### src/rtl/hazard_if.sv
// D-stage side of the hazard scoreboard: decoded instruction fields in,
// stall / forward-select / mult-div busy out.
interface hazard_if #(
  parameter int TNEW_W = 2,
  parameter int SELW   = 2
);
  logic              d_valid;
  logic [4:0]        d_rs;
  logic [4:0]        d_rt;
  logic              d_rs_used;
  logic              d_rt_used;
  logic [TNEW_W-1:0] d_rs_tuse;
  logic [TNEW_W-1:0] d_rt_tuse;
  logic [4:0]        d_a3;
  logic              d_regwrite;
  logic [TNEW_W-1:0] d_tnew;
  logic [1:0]        d_md_start;
  logic              d_md_use;
  logic              flush;
  logic              stall;
  logic [SELW-1:0]   fwd_rs_sel;
  logic [SELW-1:0]   fwd_rt_sel;
  logic              md_busy;

  modport master (
    output d_valid, d_rs, d_rt, d_rs_used, d_rt_used, d_rs_tuse, d_rt_tuse,
           d_a3, d_regwrite, d_tnew, d_md_start, d_md_use, flush,
    input  stall, fwd_rs_sel, fwd_rt_sel, md_busy
  );

  modport slave (
    input  d_valid, d_rs, d_rt, d_rs_used, d_rt_used, d_rs_tuse, d_rt_tuse,
           d_a3, d_regwrite, d_tnew, d_md_start, d_md_use, flush,
    output stall, fwd_rs_sel, fwd_rt_sel, md_busy
  );
endinterface

### src/rtl/hazard_scoreboard.sv
// Stall/forward controller beside the MIPS decode stage: tracks dest/wr/Tnew
// for NSTAGE downstream stages and owns the mult/div occupancy counter.
module hazard_scoreboard #(
  parameter int NSTAGE   = 3,
  parameter int TNEW_W   = 2,
  parameter int MULT_CYC = 5,
  parameter int DIV_CYC  = 10
) (
  input  logic     clk,
  input  logic     reset,
  hazard_if.slave  hz
);
  localparam int SELW    = $clog2(NSTAGE + 1);
  localparam int CNT_MAX = (DIV_CYC > MULT_CYC) ? DIV_CYC : MULT_CYC;
  localparam int CNT_W   = $clog2(CNT_MAX + 1);

  typedef struct packed {
    logic [4:0]        a3;
    logic              wr;
    logic [TNEW_W-1:0] tnew;
  } entry_t;

  typedef struct packed {
    logic              hit;
    logic [SELW-1:0]   idx;
    logic [TNEW_W-1:0] tnew;
  } match_t;

  entry_t           stage_q [1:NSTAGE];
  logic [CNT_W-1:0] md_cnt_q;

  match_t rs_m, rt_m;
  logic   rs_haz, rt_haz, md_stall, issue;

  // NOTE: every always_comb output gets a default first so no path leaves it
  // unassigned, which would otherwise infer a latch.
  always_comb begin
    rs_m = '0;
    rt_m = '0;
    // Walk oldest to youngest so the youngest producer overwrites older hits.
    for (int k = NSTAGE; k >= 1; k--) begin
      if (hz.d_rs_used && hz.d_rs != 5'd0 &&
          stage_q[k].wr && stage_q[k].a3 == hz.d_rs) begin
        rs_m.hit  = 1'b1;
        rs_m.idx  = SELW'(k);
        rs_m.tnew = stage_q[k].tnew;
      end
      if (hz.d_rt_used && hz.d_rt != 5'd0 &&
          stage_q[k].wr && stage_q[k].a3 == hz.d_rt) begin
        rt_m.hit  = 1'b1;
        rt_m.idx  = SELW'(k);
        rt_m.tnew = stage_q[k].tnew;
      end
    end
  end

  assign rs_haz   = rs_m.hit && (rs_m.tnew > hz.d_rs_tuse);
  assign rt_haz   = rt_m.hit && (rt_m.tnew > hz.d_rt_tuse);
  assign md_stall = hz.d_valid && (hz.d_md_use || hz.d_md_start != 2'b00) && hz.md_busy;

  assign hz.stall      = hz.d_valid && (rs_haz || rt_haz || md_stall);
  assign hz.md_busy    = (md_cnt_q != '0);
  // A producer still computing (tnew > 0) is picked up by a later-stage mux.
  assign hz.fwd_rs_sel = (rs_m.hit && rs_m.tnew == '0) ? rs_m.idx : '0;
  assign hz.fwd_rt_sel = (rt_m.hit && rt_m.tnew == '0) ? rt_m.idx : '0;

  assign issue = hz.d_valid && !hz.stall && !hz.flush;

  // NOTE: sequential state uses non-blocking assignments so every stage
  // samples its predecessor's pre-edge value and the shift is race-free.
  always_ff @(posedge clk or posedge reset) begin
    if (reset) begin
      // NOTE: the scoreboard array is a handful of flops, not a RAM, so it is
      // cleared on reset like any other register.
      for (int k = 1; k <= NSTAGE; k++) stage_q[k] <= '0;
      md_cnt_q <= '0;
    end else begin
      stage_q[1] <= issue ? entry_t'{a3: hz.d_a3, wr: hz.d_regwrite, tnew: hz.d_tnew}
                          : '0;
      for (int k = 1; k < NSTAGE; k++) begin
        stage_q[k+1].a3   <= stage_q[k].a3;
        stage_q[k+1].wr   <= stage_q[k].wr;
        stage_q[k+1].tnew <= (stage_q[k].tnew != '0) ? stage_q[k].tnew - TNEW_W'(1) : '0;
      end

      if (issue && hz.d_md_start != 2'b00)
        md_cnt_q <= (hz.d_md_start == 2'b01) ? CNT_W'(MULT_CYC) : CNT_W'(DIV_CYC);
      else if (md_cnt_q != '0)
        md_cnt_q <= md_cnt_q - CNT_W'(1);
    end
  end
endmodule
### src/flat_wrapper.sv
// flat-port wrapper written by rule: the top's interface ports become plain ports
module hazard_scoreboard_flat 
#(
  parameter int NSTAGE   = 3,
  parameter int TNEW_W   = 2,
  parameter int MULT_CYC = 5,
  parameter int DIV_CYC  = 10
)
  (clk, reset, hz_d_valid, hz_d_rs, hz_d_rt, hz_d_rs_used, hz_d_rt_used, hz_d_rs_tuse, hz_d_rt_tuse, hz_d_a3, hz_d_regwrite, hz_d_tnew, hz_d_md_start, hz_d_md_use, hz_flush, hz_stall, hz_fwd_rs_sel, hz_fwd_rt_sel, hz_md_busy);
  hazard_if #(.TNEW_W(TNEW_W)) hz_i ();
  input  logic clk;
  input  logic reset;
  input wire logic [$bits(hz_i.d_valid)-1:0] hz_d_valid;
  input wire logic [$bits(hz_i.d_rs)-1:0] hz_d_rs;
  input wire logic [$bits(hz_i.d_rt)-1:0] hz_d_rt;
  input wire logic [$bits(hz_i.d_rs_used)-1:0] hz_d_rs_used;
  input wire logic [$bits(hz_i.d_rt_used)-1:0] hz_d_rt_used;
  input wire logic [$bits(hz_i.d_rs_tuse)-1:0] hz_d_rs_tuse;
  input wire logic [$bits(hz_i.d_rt_tuse)-1:0] hz_d_rt_tuse;
  input wire logic [$bits(hz_i.d_a3)-1:0] hz_d_a3;
  input wire logic [$bits(hz_i.d_regwrite)-1:0] hz_d_regwrite;
  input wire logic [$bits(hz_i.d_tnew)-1:0] hz_d_tnew;
  input wire logic [$bits(hz_i.d_md_start)-1:0] hz_d_md_start;
  input wire logic [$bits(hz_i.d_md_use)-1:0] hz_d_md_use;
  input wire logic [$bits(hz_i.flush)-1:0] hz_flush;
  output wire logic [$bits(hz_i.stall)-1:0] hz_stall;
  output wire logic [$bits(hz_i.fwd_rs_sel)-1:0] hz_fwd_rs_sel;
  output wire logic [$bits(hz_i.fwd_rt_sel)-1:0] hz_fwd_rt_sel;
  output wire logic [$bits(hz_i.md_busy)-1:0] hz_md_busy;
  assign hz_i.d_valid = hz_d_valid;
  assign hz_i.d_rs = hz_d_rs;
  assign hz_i.d_rt = hz_d_rt;
  assign hz_i.d_rs_used = hz_d_rs_used;
  assign hz_i.d_rt_used = hz_d_rt_used;
  assign hz_i.d_rs_tuse = hz_d_rs_tuse;
  assign hz_i.d_rt_tuse = hz_d_rt_tuse;
  assign hz_i.d_a3 = hz_d_a3;
  assign hz_i.d_regwrite = hz_d_regwrite;
  assign hz_i.d_tnew = hz_d_tnew;
  assign hz_i.d_md_start = hz_d_md_start;
  assign hz_i.d_md_use = hz_d_md_use;
  assign hz_i.flush = hz_flush;
  assign hz_stall = hz_i.stall;
  assign hz_fwd_rs_sel = hz_i.fwd_rs_sel;
  assign hz_fwd_rt_sel = hz_i.fwd_rt_sel;
  assign hz_md_busy = hz_i.md_busy;
  hazard_scoreboard #(.NSTAGE(NSTAGE), .TNEW_W(TNEW_W), .MULT_CYC(MULT_CYC), .DIV_CYC(DIV_CYC)) u_core (.clk(clk), .reset(reset), .hz(hz_i));
endmodule
### config.mk
export PLATFORM = sky130hd
export DESIGN_NAME = hazard_scoreboard_flat
export DESIGN_NICKNAME = d
export VERILOG_FILES = /design/src/rtl/hazard_if.sv /design/src/rtl/hazard_scoreboard.sv /design/src/flat_wrapper.sv
export SDC_FILE = /design/constraint.sdc
export NUM_CORES = 1
export LEC_CHECK = 0
export CAP_MARGIN = 20
export CORE_MARGIN = 8
export CORE_UTILIZATION = 30
export CTS_BUF_LIST = sky130_fd_sc_hd__clkbuf_4
export DETAILED_ROUTE_END_ITERATION = 8
export RECOVER_POWER = 100
export SLEW_MARGIN = 20
export SYNTH_ARGS = -nofsm -noshare
export SYNTH_HDL_FRONTEND = slang
export SYNTH_SLANG_ARGS = --single-unit
### constraint.sdc
create_clock -name clk -period 3.71 [get_ports clk]
set_input_delay 0.371 -clock clk [delete_from_list [all_inputs] [get_ports clk]]
set_output_delay 0.371 -clock clk [all_outputs]
set_load 0.02 [all_outputs]
# Word level (Yosys, flattened, before mapping)
# Index checks and enable logic that the tools add are counted.
[op_classes]
n_eq_ne = 7
div_mod_pow = 0
mul = 0
n_lt_le_gt_ge = 2
muxes = 14
reduce_logical = 38
add_sub_neg = 3
bitwise_logic = 0
shifts = 0
[op_table]
columns = ["op", "n"]
rows = [
  ["$eq 5x5->1", 6],
  ["$mux 5", 6],
  ["$logic_and 1x1->1", 24],
  ["$mux 4", 3],
  ["$reduce_bool 5->1", 2],
  ["$mux 2", 4],
  ["$mux 8", 1],
  ["$reduce_bool 2->1", 4],
  ["$gt 2x2->1", 2],
  ["$logic_not 2->1", 2],
  ["$reduce_bool 4->1", 1],
  ["$sub 2x1->2 const B", 2],
  ["$sub 4x1->4 const B", 1],
  ["$logic_or 1x1->1", 3],
  ["$eq 2x1->1 const B", 1],
  ["$logic_not 1->1", 2],
]
[totals]
reg_bits = 28
latch_bits = 0
in_bits = 31
mem_bits_rw = 0
wordCells = 74
out_inout_bits = 6
memories = 0
romBits = 0

# Logic depth before layout (Yosys ltp)
# Gate-level depths: netlist (run 1).
[depth]
ltp_word = 17
ltp_mapped = 12
mapped_depth_nobuf = 12

# Worst setup path before layout (run 1)
# OpenSTA, ideal clock, no wires.
[synth_timing]
path_kind = "reg2out"
startpoint = "register u_core.stage_q[11] (netlist bit)"
endpoint = "output hz_stall"
required_ns = 3.339
path_stages_with_launch = 11
setup_slack_ns = 0.640
n_path_buf = 0
t_arrival_ns = 2.699
cell_sequence = "dfrtp_1 > xor2_1 > nor4_2 > nand4_4 > mux2_2 > a21oi_2 > ha_1 > nor2b_1 > o21ai_0 > a31oi_4 > o31a_2"
[synth_via]
elab_chain_len = 9
word_cells_on_any_way = 15
cone_classes = "order compare (2); eq/ne (2); mux (4); reduce/logical (7)"
[synth_lines]
columns = ["item", "line_no", "text"]
rows = [
  ["start, declared", "hazard_scoreboard.sv:29", "entry_t stage_q [1:NSTAGE];"],
  ["$eq 5x5->1 (on tied branches)", "hazard_scoreboard.sv:43, hazard_scoreboard.sv:49", ""],
  ["$logic_and 1x1->1 (on tied branches)", "hazard_scoreboard.sv:43, hazard_scoreboard.sv:49", ""],
  ["$mux 5 (on tied branches) (2 in a row)", "hazard_scoreboard.sv:42, hazard_scoreboard.sv:48", ""],
  ["$gt 2x2->1 (on tied branches)", "hazard_scoreboard.sv:57, hazard_scoreboard.sv:58", ""],
  ["$logic_and 1x1->1 (on tied branches)", "hazard_scoreboard.sv:57, hazard_scoreboard.sv:58", ""],
  ["$logic_or 1x1->1 (*) (2 in a row)", "hazard_scoreboard.sv:61", "assign hz.stall = hz.d_valid && (rs_haz || rt_haz || md_stall);"],
  ["$logic_and 1x1->1 (*)", "hazard_scoreboard.sv:61", ""],
  ["end, declared", "flat_wrapper.sv:26", "output wire logic [$bits(hz_i.stall)-1:0] hz_stall;"],
]
# Mark *: on every way between the ends. The rest lies on a longest branch, timed or not.

# Worst setup path in the final report (run 1)
# Ends and elaborated chain as after synthesis.

==> out/metrics.cfg, run 1 <==
[status]
status = finished clean

[cts]
clock_latency_ns = 0.32
h-tree-depth = 1
cts_buffer_depth = 2
ctsRootBufferMaster = clkbuf_4
clkSlewWorstSetupHoldPaths_ns = 0.14
cts_tree = done
cts_buffers = 3
clock_sinks = 28

[grt]
track_usage_pct = 10.2
grt_antenna_before_repair = 0
overflow = 0
gr-usage-met1_pct = 13.7
grtUsageMet3_pct = 2.00
grt.busiest_layer = met2
grt_pass1_wl_um = 7180
grt_pass1_vias = 1527
grt_start_max_net_pins = 29
use_met2_pct = 15.9

[drt]
drtIter0Drc = 35
vias = 1442
ant_nets = 0
wirelength_um = 4190
vias_per_cell = 4.45
route.detailed.drc = 0
firstDrtPassIters = 4
wl_per_cell_um = 12.9

[power]
p_total_w = 0.000748
power.leakage_nw = 1.23
p_int_w = 0.000512
clkPwrFrac_pct = 16.6
p_switching_w = 0.000236
powerDensity_mw_per_mm2 = 289
combPwrFrac_pct = 33.6
p_sw_share_pct = 31.6
sequentialPowerShare_pct = 49.8
ir_drop_mv = 0.129

[worst_setup_path]
cpMostUsedCell = buf_4
cp_max_fo = 4
critPathKind = register to output pin
crit_path_start_kind = register
reg2reg_depth = 13
path_cells = xor2_1 -> nor4_2 -> nand4_4 -> mux2_2 -> a21oi_2 -> ha_1 -> nor2b_1 -> o21ai_0 -> buf_4 -> a31oi_4 -> o31a_2 -> buf_4
critPathRequiredTime_ns = 3.34
critPathBufInv = 2
critical_path_depth = 12
critPathTopFamily = compound AO/OA/AOI/OAI gates
critPathSlowestCell = dfrtp_1
max_stage_delay_ns = 0.43
worst-endpoint-arrival_ns = 3.20
crit_path_end_kind = output pin

[placement]
dpl_cell_area_mm2 = 0.00255
hpwl_um = 3420
place_congestion = 0.819
port_buffers = 36

[cells_and_area]
stdcell_area_mm2 = 0.00259
final_nets = 287
antenna_cells = 0
area_growth_pct = 43.6
n_fill_cell = 572
drive_above_1_share_pct = 28.5
multi_input_area_mm2 = 0.00107
regArea_um2 = 701

[logic_synthesis]
syn-instance-count = 167
synthMuxAreaShare_pct = 2.50
synth_top_family_by_area = simple AND/OR/NAND/NOR gates
ys_warn_count = 0
synthesis.area_mm2 = 0.00180
synthXorXnorAreaFrac_pct = 15.0
avgSynthCellArea_um2 = 10.8
synthSimpleGateAreaFrac_pct = 25.6
yosysSeqAreaShare_pct = 38.8
synth_compound_gate_area_share_pct = 11.2
ys_types = 35
synth_seq_cells = 28
mappedNetlistNets = 204
synth_fa_ha_area_share_pct = 4.16

[sta]
skew_ns = 0.00342
worst_pin_slew_ns = 1.05
setup_viol = 0
max_slew_margin_pct = 29.9
min_period_over_period_pct = 96.4
max_freq_mhz = 280
setup_tns_ns = 0
hold_viol_final = 0
maxSlewViolCount = 0
period_needed_ns = 3.57

[flow_run]
cap_violations = 0

[floorplan]
row_count = 28
start_util_pct = 30.8
die_area_mm2 = 0.00875
core-area_mm2 = 0.00585
dieWidth_um = 93.6
ios = 37
die_height_um = 93.6

[min_path]
min_path_cells = 1
hp-class = register to register

cells in the final DEF (no fill, tap or decap), drive strengths merged:
cell type	netlist	final
or3	1	1
nand2b	1	1
ha	6	6
dlygate4sd3	0	6
o311ai	1	1
dfrtp	28	28
or4	1	1
a21oi	5	5
a31oi	2	2
buf	0	40
o221ai	2	2
nor3	5	5
nor4	9	9
nand3	6	6
dlymetal6s2s	0	1
nor2	9	9
nand4	4	4
mux2	4	4
clkinv	0	1
nand3b	1	1
a21boi	2	2
xor2	27	27
xnor2	4	4
nor2b	3	3
and2	10	10
dlygate4sd2	0	8
nand2	14	14
clkbuf	1	7
o21ai	2	2
inv	12	12
clkdlybuf4s50	0	20
o31a	1	1
o41a	1	1
a211oi	4	4
a22o	1	1
final timing paths:
path,from,endpoint,slack (ns)
min in group asynchronous,reset,u_core.stage_q[20]$_DFF_PP0_,0.73
min,u_core.stage_q[8]$_DFF_PP0_,u_core.stage_q[0]$_DFF_PP0_,0.43
max,u_core.stage_q[11]$_DFF_PP0_,hz_stall,0.14
min reg2reg,u_core.stage_q[8]$_DFF_PP0_,u_core.stage_q[0]$_DFF_PP0_,0.43
max in group asynchronous,reset,u_core.md_cnt_q[3]$_DFFE_PP0P_,2.35
max reg2reg,u_core.stage_q[11]$_DFF_PP0_,u_core.md_cnt_q[1]$_DFFE_PP0P_,0.42
sequential cells by signal (all words and copies together) (netlist names):
signal / cells
u_core.md_cnt_q: 4
u_core.stage_q: 24
worst reg2reg max path: stages, from the launching register on:
cell,delay [ns]
dfrtp_1,0.43
xor2_1,0.18
nor4_2,0.40
nand4_4,0.16
mux2_2,0.30
a21oi_2,0.18
ha_1,0.27
nor2b_1,0.13
o21ai_0,0.15
buf_4,0.14
a31oi_4,0.04
clkbuf_1,0.19
or4_1,0.56
o221ai_1,0.09
stage by stage:
stage | hold slack (ns) | utilization, % | instances | setup WS (ns)
after floorplan | 0.403 | - | 167 | 0.640
after global placement | 0.409 | 43.5 | 316 | -0.447
after detailed placement | 0.413 | 43.5 | 316 | -0.446
after CTS | 0.433 | 44.3 | 323 | 0.00658
after global routing | 0.466 | 44.3 | 324 | -0.0126
final | 0.432 | 44.3 | 324 | 0.135
layer usage:
metal | vias to the layer above | wire length [um]
met5 | - | 0
met3 | 2 | 190
li1 | 743 | -
met2 | 31 | 1920
met1 | 666 | 2040
met4 | 0 | 40
cells in the mapped netlist, drive strengths merged:
master  number  area (um2)
xor2        27         236
nand3        6        30.0
nor2b        3        18.8
xnor2        4        35.0
or4          1        11.3
and2        10        62.6
clkbuf       1        3.75
nor4         9         133
a21oi        5        40.0
nor2         9        33.8
a31oi        2        42.5
nand4        4        67.6
a22o         1        8.76
o41a         1        11.3
o21ai        2        10.0
nor3         5        30.0
nand3b       1        7.51
mux2         4        45.0
ha           6        75.1
nand2b       1        6.26
a211oi       4        30.0
or3          1        6.26
o221ai       2        17.5
o31a         1        10.0
o311ai       1        8.76
nand2       14        55.1
a21boi       2        22.5
dfrtp       28         701
inv         12        45.0
kinds of logic after synthesis:
logic type,count (synthesis)
mux,4
compound gates,21
xor+xnor,31
buf+inv,13
simple gates,64
flops,28
fa+ha+maj,6
cell type report:
type	instances	area share [%]
Clock buffer	3	0.869
Clock inverter	1	0.145
Inverter	12	1.74
Multi-Input combinational cell	126	41.2
Sequential cell	28	27.0
Tap cell	75	3.62
Timing Repair Buffer	79	25.4
power groups by stage:
stage / Sequential, W / Combinational, W / Clock [W]
after floorplan: 0.000371 / 0.000154 / 0
after global placement: 0.000379 / 0.000256 / 0
after detailed placement: 0.000380 / 0.000260 / 0
after CTS: 0.000373 / 0.000261 / 0.000134
after global routing: 0.000379 / 0.000285 / 0.000146
final: 0.000373 / 0.000251 / 0.000124
repair_timing:
action / in CTS / in global routing
setup buffers: 3 / 1
cloned: 0 / 0
pin swaps: 4 / 5
resized for setup: 12 / 6
hold buffers: 0 / 0
setup endpoints to repair: 1 / 1
Note: power is estimated with default switching activity, not from simulation.
==> run 2, diff against run 1 <==
- CORE_ASPECT_RATIO: default -> 2
==> out/metrics.cfg, run 2 (synthesized netlist as in run 1, its figures left out) <==
[grt]
track_usage_pct = 10.2  ; +0.016 points
grt_pass1_wl_um = 7450  ; +3.8%
overflow = 0  ; unchanged
grt_pass1_vias = 1624  ; +6.4%
grt_start_max_net_pins = 29  ; unchanged
grt_antenna_before_repair = 0  ; unchanged

[sta]
maxSlewViolCount = 0  ; unchanged
period_needed_ns = 3.55  ; -0.0250 ns
worst_pin_slew_ns = 1.03  ; -0.0186 ns
hold_viol_final = 0  ; unchanged
rsz0062_at_grt = no
min_period_over_period_pct = 95.7  ; -0.67 points
skew_ns = 0.00592  ; +0.00251 ns
max_slew_margin_pct = 31.1  ; +1.2 points
setup_viol = 0  ; unchanged
timing.final.ws_setup_ns = 0.160  ; +0.0250 ns
max_freq_mhz = 282  ; +0.70%
setup_tns_ns = 0  ; unchanged

[worst_setup_path]
crit_path_start_kind = input port
crit_path_end_kind = output pin
critPathRequiredTime_ns = 3.34  ; about the same
worst-endpoint-arrival_ns = 3.18  ; -0.02 ns
rrSetupSlack_ns = 0.36  ; -0.06 ns
critPathKind = input port to output pin
cp_max_fo = 3  ; -1

[cells_and_area]
antenna_cells = 0  ; unchanged
area_growth_pct = 41.2
largest_register_ffs = 24  ; unchanged
final_nets = 280  ; -2.4%
final_common_cell = buf_4
top_register = u_core.stage_q
n_fill_cell = 570  ; -0.35%
layout_common_cells = buf_4, dfrtp_1, xor2_1, clkdlybuf4s50_1, nand2_1
drive_above_1_share_pct = 27.8  ; -0.71 points
reg_top3 = u_core.stage_q x24, u_core.md_cnt_q x4
layout.cells.non_filler = 304  ; -6.2%

[drt]
wl_per_cell_um = 14.1  ; +9.3%
ant_nets = 0  ; unchanged
route.detailed.drc = 0  ; unchanged
vias = 1475  ; +2.3%
wirelength_um = 4290  ; +2.5%
vias_per_cell = 4.85  ; +9.0%
drtIter0Drc = 62  ; +77%
firstDrtPassIters = 4  ; unchanged

[cts]
cts_tree = done
ctsRootBufferMaster = clkbuf_4
clkSlewWorstSetupHoldPaths_ns = 0.14  ; about the same
cts_buffers = 3  ; unchanged
clock_sinks = 28  ; unchanged
cts_buffer_depth = 2  ; unchanged
clock_latency_ns = 0.32  ; about the same
cts-hold-fix-buffers = 0  ; unchanged
h-tree-depth = 1  ; unchanged

[min_path]
hp-class = register to register

[power]
power.leakage_nw = 1.22  ; -0.25%
p_total_w = 0.000744  ; -0.54%
powerDensity_mw_per_mm2 = 292  ; +1.2%
ir_drop_mv = 0.236  ; +83%

[placement]
place_ws_ns = -0.496  ; -0.0499 ns
place_congestion = 0.777  ; -5.2%
place_inst = 296  ; -6.3%
port_buffers = 36  ; unchanged
hpwl_um = 3660  ; +6.8%

[floorplan]
die_height_um = 126  ; +34%
start_util_pct = 30.6  ; -0.29 points
core-area_mm2 = 0.00591  ; +0.94%
row_count = 40  ; +43%
ios = 37  ; unchanged
die_area_mm2 = 0.00890  ; +1.7%
dieWidth_um = 70.8  ; -24%

[flow_run]
cap_violations = 0  ; unchanged

[status]
status = finished clean

[run 2: repair_timing]
item                       CTS  global route
setup endpoints to repair    1             1
gates resized for setup     10             9
pin swaps                    5             5
buffers inserted             3             3
[run 2: path summary, 6_finish.rpt]
kind | start | end | cells past startpoint
worst max-delay path | hz_d_rs[0] | hz_stall | 13
worst min-delay path | u_core.stage_q[8]$_DFF_PP0_ | u_core.stage_q[0]$_DFF_PP0_ | 1
worst max register to register | u_core.stage_q[14]$_DFF_PP0_ | u_core.stage_q[23]$_DFF_PP0_ | 15
worst min register to register | u_core.stage_q[8]$_DFF_PP0_ | u_core.stage_q[0]$_DFF_PP0_ | 1
max in group asynchronous | reset | u_core.stage_q[2]$_DFF_PP0_ | 2
min in group asynchronous | reset | u_core.stage_q[14]$_DFF_PP0_ | 2
[run 2: power breakdown]
group | total (W) | switching, W | internal (W)
sequential | 0.000374 | 0.0000332 | 0.000341
clock | 0.000121 | 0.0000824 | 0.0000381
combinational | 0.000250 | 0.000122 | 0.000128
[run 2: routing by layer]
layer / vias to the layer above / GRT usage (%) / wire length, um
li1: 730 / - / -
met1: 699 / 11.6 / 1730
met2: 40 / 17.9 / 2230
met3: 6 / 2.31 / 251
met4: 0 / 3.83 / 74
met5: - / 0 / 0
[run 2: cell type report]
type,instances,area [um2],area share (%)
clock buffer,3,22.5,0.884
inverter,12,45.0,1.77
multi-input combinational,126,1070,42.0
sequential,28,701,27.5
tap,63,78.8,3.09
timing repair buffer,72,631,24.8
[run 2: worst max-delay path, stage by stage]
cell and delay [ns]:
clkdlybuf4s50_1 0.52, nor4_4 0.35, a21boi_2 0.12, nand4_2 0.12, mux2_2 0.35, a21oi_2 0.16, ha_1 0.26, nor2b_1 0.13
o21ai_0 0.15, buf_4 0.14, a31oi_4 0.03, o31a_2 0.32, buf_4 0.16
[run 2: through the flow]
stage          utilization, %  instance area [um2]  hold WS [ns]
3_3_place_gp             41.9                 2470         0.407
5_1_grt                  43.1                 2550         0.461
2_1_floorplan               -                 1800         0.403
4_1_cts                  42.7                 2520         0.440
6_report                 43.1                 2550         0.437
3_5_place_dp             41.9                 2470         0.421
==> run 3, diff against run 2 <==
- MAX_ROUTING_LAYER: default -> met4
==> out/metrics.cfg, run 3 (synthesized netlist as in run 1, its figures left out) <==
[status]
status = finished clean

[grt]
grt_start_max_net_pins = 29  ; unchanged
grt_antenna_before_repair = 0  ; unchanged
track_usage_pct = 10.1  ; -0.090 points
overflow = 0  ; unchanged
grt_pass1_vias = 1652  ; +1.7%
grt_pass1_wl_um = 7290  ; -2.1%

[flow_run]
cap_violations = 0  ; unchanged

[sta]
period_needed_ns = 3.54  ; -0.00591 ns
max_freq_mhz = 282  ; +0.17%
worst_pin_slew_ns = 1.05  ; +0.0210 ns
max_slew_margin_pct = 29.7  ; -1.4 points
rsz0062_at_grt = no
min_period_over_period_pct = 95.5  ; -0.16 points
setup_viol = 0  ; unchanged
maxSlewViolCount = 0  ; unchanged
skew_ns = 0.0183  ; +0.0124 ns
hold_viol_final = 0  ; unchanged

[power]
ir_drop_mv = 0.157  ; -33%
powerDensity_mw_per_mm2 = 295  ; +0.88%
power.leakage_nw = 1.20  ; -1.6%
p_total_w = 0.000751  ; +0.98%

[cts]
cts_buffers = 3  ; unchanged
h-tree-depth = 1  ; unchanged
cts_buffer_depth = 2  ; unchanged
clock_sinks = 28  ; unchanged
cts_tree = done
ctsRootBufferMaster = clkbuf_4
clock_latency_ns = 0.33  ; about the same
clkSlewWorstSetupHoldPaths_ns = 0.13  ; about the same

[floorplan]
dieWidth_um = 70.8  ; unchanged
ios = 37  ; unchanged
die_height_um = 126  ; unchanged
start_util_pct = 30.6  ; unchanged
core-area_mm2 = 0.00591  ; unchanged
die_area_mm2 = 0.00890  ; unchanged
row_count = 40  ; unchanged

[cells_and_area]
post-route-util_pct = 43.2  ; about the same
area_growth_pct = 41.3  ; about the same
top_register = u_core.stage_q
drive_above_1_share_pct = 28.0  ; +0.18 points
final_common_cell = buf_4
final_nets = 281  ; +0.36%
layout_common_cells = buf_4, dfrtp_1, xor2_1, clkdlybuf4s50_1, nand2_1
reg_top3 = u_core.stage_q x24, u_core.md_cnt_q x4
stdcell_area_mm2 = 0.00255  ; about the same
n_fill_cell = 587  ; +3.0%
antenna_cells = 0  ; unchanged
largest_register_ffs = 24  ; unchanged

[worst_setup_path]
crit_start = hz_d_rs[2]
crit_path_start_kind = input port
worst-endpoint-arrival_ns = 3.17  ; about the same
rr_startpoint = u_core.stage_q[13]$_DFF_PP0_
reg2reg_depth = 14  ; -1
critPathKind = input port to output pin
crit_path_end = hz_stall
cp_max_fo = 4  ; +1
rrSetupSlack_ns = 0.38  ; +0.02 ns
crit_path_end_kind = output pin
critPathRequiredTime_ns = 3.34  ; about the same
regToRegEndpoint = u_core.stage_q[17]$_DFF_PP0_

[drt]
vias = 1486  ; +0.75%
drtIter0Drc = 53  ; -15%
vias_per_cell = 4.86  ; about the same
ant_nets = 0  ; unchanged
route.detailed.drc = 0  ; unchanged
wl_per_cell_um = 13.8  ; -2.3%
wirelength_um = 4220  ; -1.6%
firstDrtPassIters = 4  ; unchanged

[placement]
port_buffers = 36  ; unchanged
hpwl_um = 3630  ; -0.76%
place_congestion = 0.842  ; +8.4%
dpl_cell_area_mm2 = 0.00249  ; +0.61%

[min_path]
hp-class = register to register

-- run 3: cell types whose count changed in the layout (fill, tap and decap cells not counted), moves of 2 or more --
| cell | previous run | this run |
|---|---|---|
| and2_1 | 7 | 5 |
| dlygate4sd2_1 | 3 | 5 |
| dlymetal6s2s_1 | 4 | 1 |
| and2_0 | 3 | 5 |
-- run 3: critical path, stage by stage --
cell and delay, ns:
clkdlybuf4s50_1 0.56, xor2_1 0.24, nor4_2 0.19, nand4_2 0.17, mux2_2 0.31, a21oi_2 0.16, ha_1 0.25, nor2b_1 0.13
o21ai_0 0.14, buf_4 0.14, a31oi_4 0.03, o31a_2 0.32, buf_2 0.16
-- run 3: per-stage QoR --
stage | TNS, ns | setup slack [ns] | hold slack, ns | std cells
global route | 0 | 0.00418 | 0.461 | 306
floorplan | 0 | 0.640 | 0.403 | 167
CTS | 0 | 0.0212 | 0.437 | 306
detailed placement | -0.460 | -0.410 | 0.419 | 298
global placement | -0.373 | -0.373 | 0.407 | 298
finish | 0 | 0.166 | 0.431 | 306
-- run 3: report_power, final --
part | switching (W) | internal (W) | total [W]
sequential | 0.0000339 | 0.000341 | 0.000375
combinational | 0.000123 | 0.000128 | 0.000251
clock | 0.0000859 | 0.0000395 | 0.000125
total | 0.000243 | 0.000508 | 0.000751
-- run 3: area by class of cell --
class | count | area (um2) | share of cell area [%]
Multi-Input combinational cell | 126 | 1070 | 42.1
Timing Repair Buffer | 73 | 626 | 24.5
Sequential cell | 28 | 701 | 27.5
Tap cell | 63 | 78.8 | 3.09
Inverter | 12 | 45.0 | 1.77
Clock buffer | 3 | 22.5 | 0.883
Clock inverter | 1 | 3.75 | 0.147
-- run 3: layer usage --
layer  track usage, %  vias to the layer above  wire [um]
li1                 -                      730          -
met1             11.3                      694       1750
met2             17.4                       52       2120
met3             1.67                       10        242
met4             4.08                        0        111
met5                -                        -          0
-- run 3: worst min-delay path by stage --
stage | from | endpoint | slack [ns] | cells past startpoint
2_1_floorplan | u_core.stage_q[8]$_DFF_PP0_ | u_core.stage_q[0]$_DFF_PP0_ | 0.40 | 1
3_3_place_gp | u_core.stage_q[8]$_DFF_PP0_ | u_core.stage_q[0]$_DFF_PP0_ | 0.41 | 1
3_5_place_dp | u_core.stage_q[8]$_DFF_PP0_ | u_core.stage_q[0]$_DFF_PP0_ | 0.42 | 1
4_1_cts | u_core.stage_q[8]$_DFF_PP0_ | u_core.stage_q[0]$_DFF_PP0_ | 0.44 | 1
5_1_grt | u_core.stage_q[8]$_DFF_PP0_ | u_core.stage_q[0]$_DFF_PP0_ | 0.46 | 1
6_report | u_core.stage_q[8]$_DFF_PP0_ | u_core.stage_q[0]$_DFF_PP0_ | 0.43 | 1
-- run 3: timing repair --
item / CTS / global route
endpoints found under the setup margin: 1 / 3
hold endpoints to repair: 0 / 0
pin swaps: 4 / 2
hold buffers: 0 / 0
setup buffers: 4 / 0
gates resized for setup: 9 / 7
gates cloned: 0 / 0
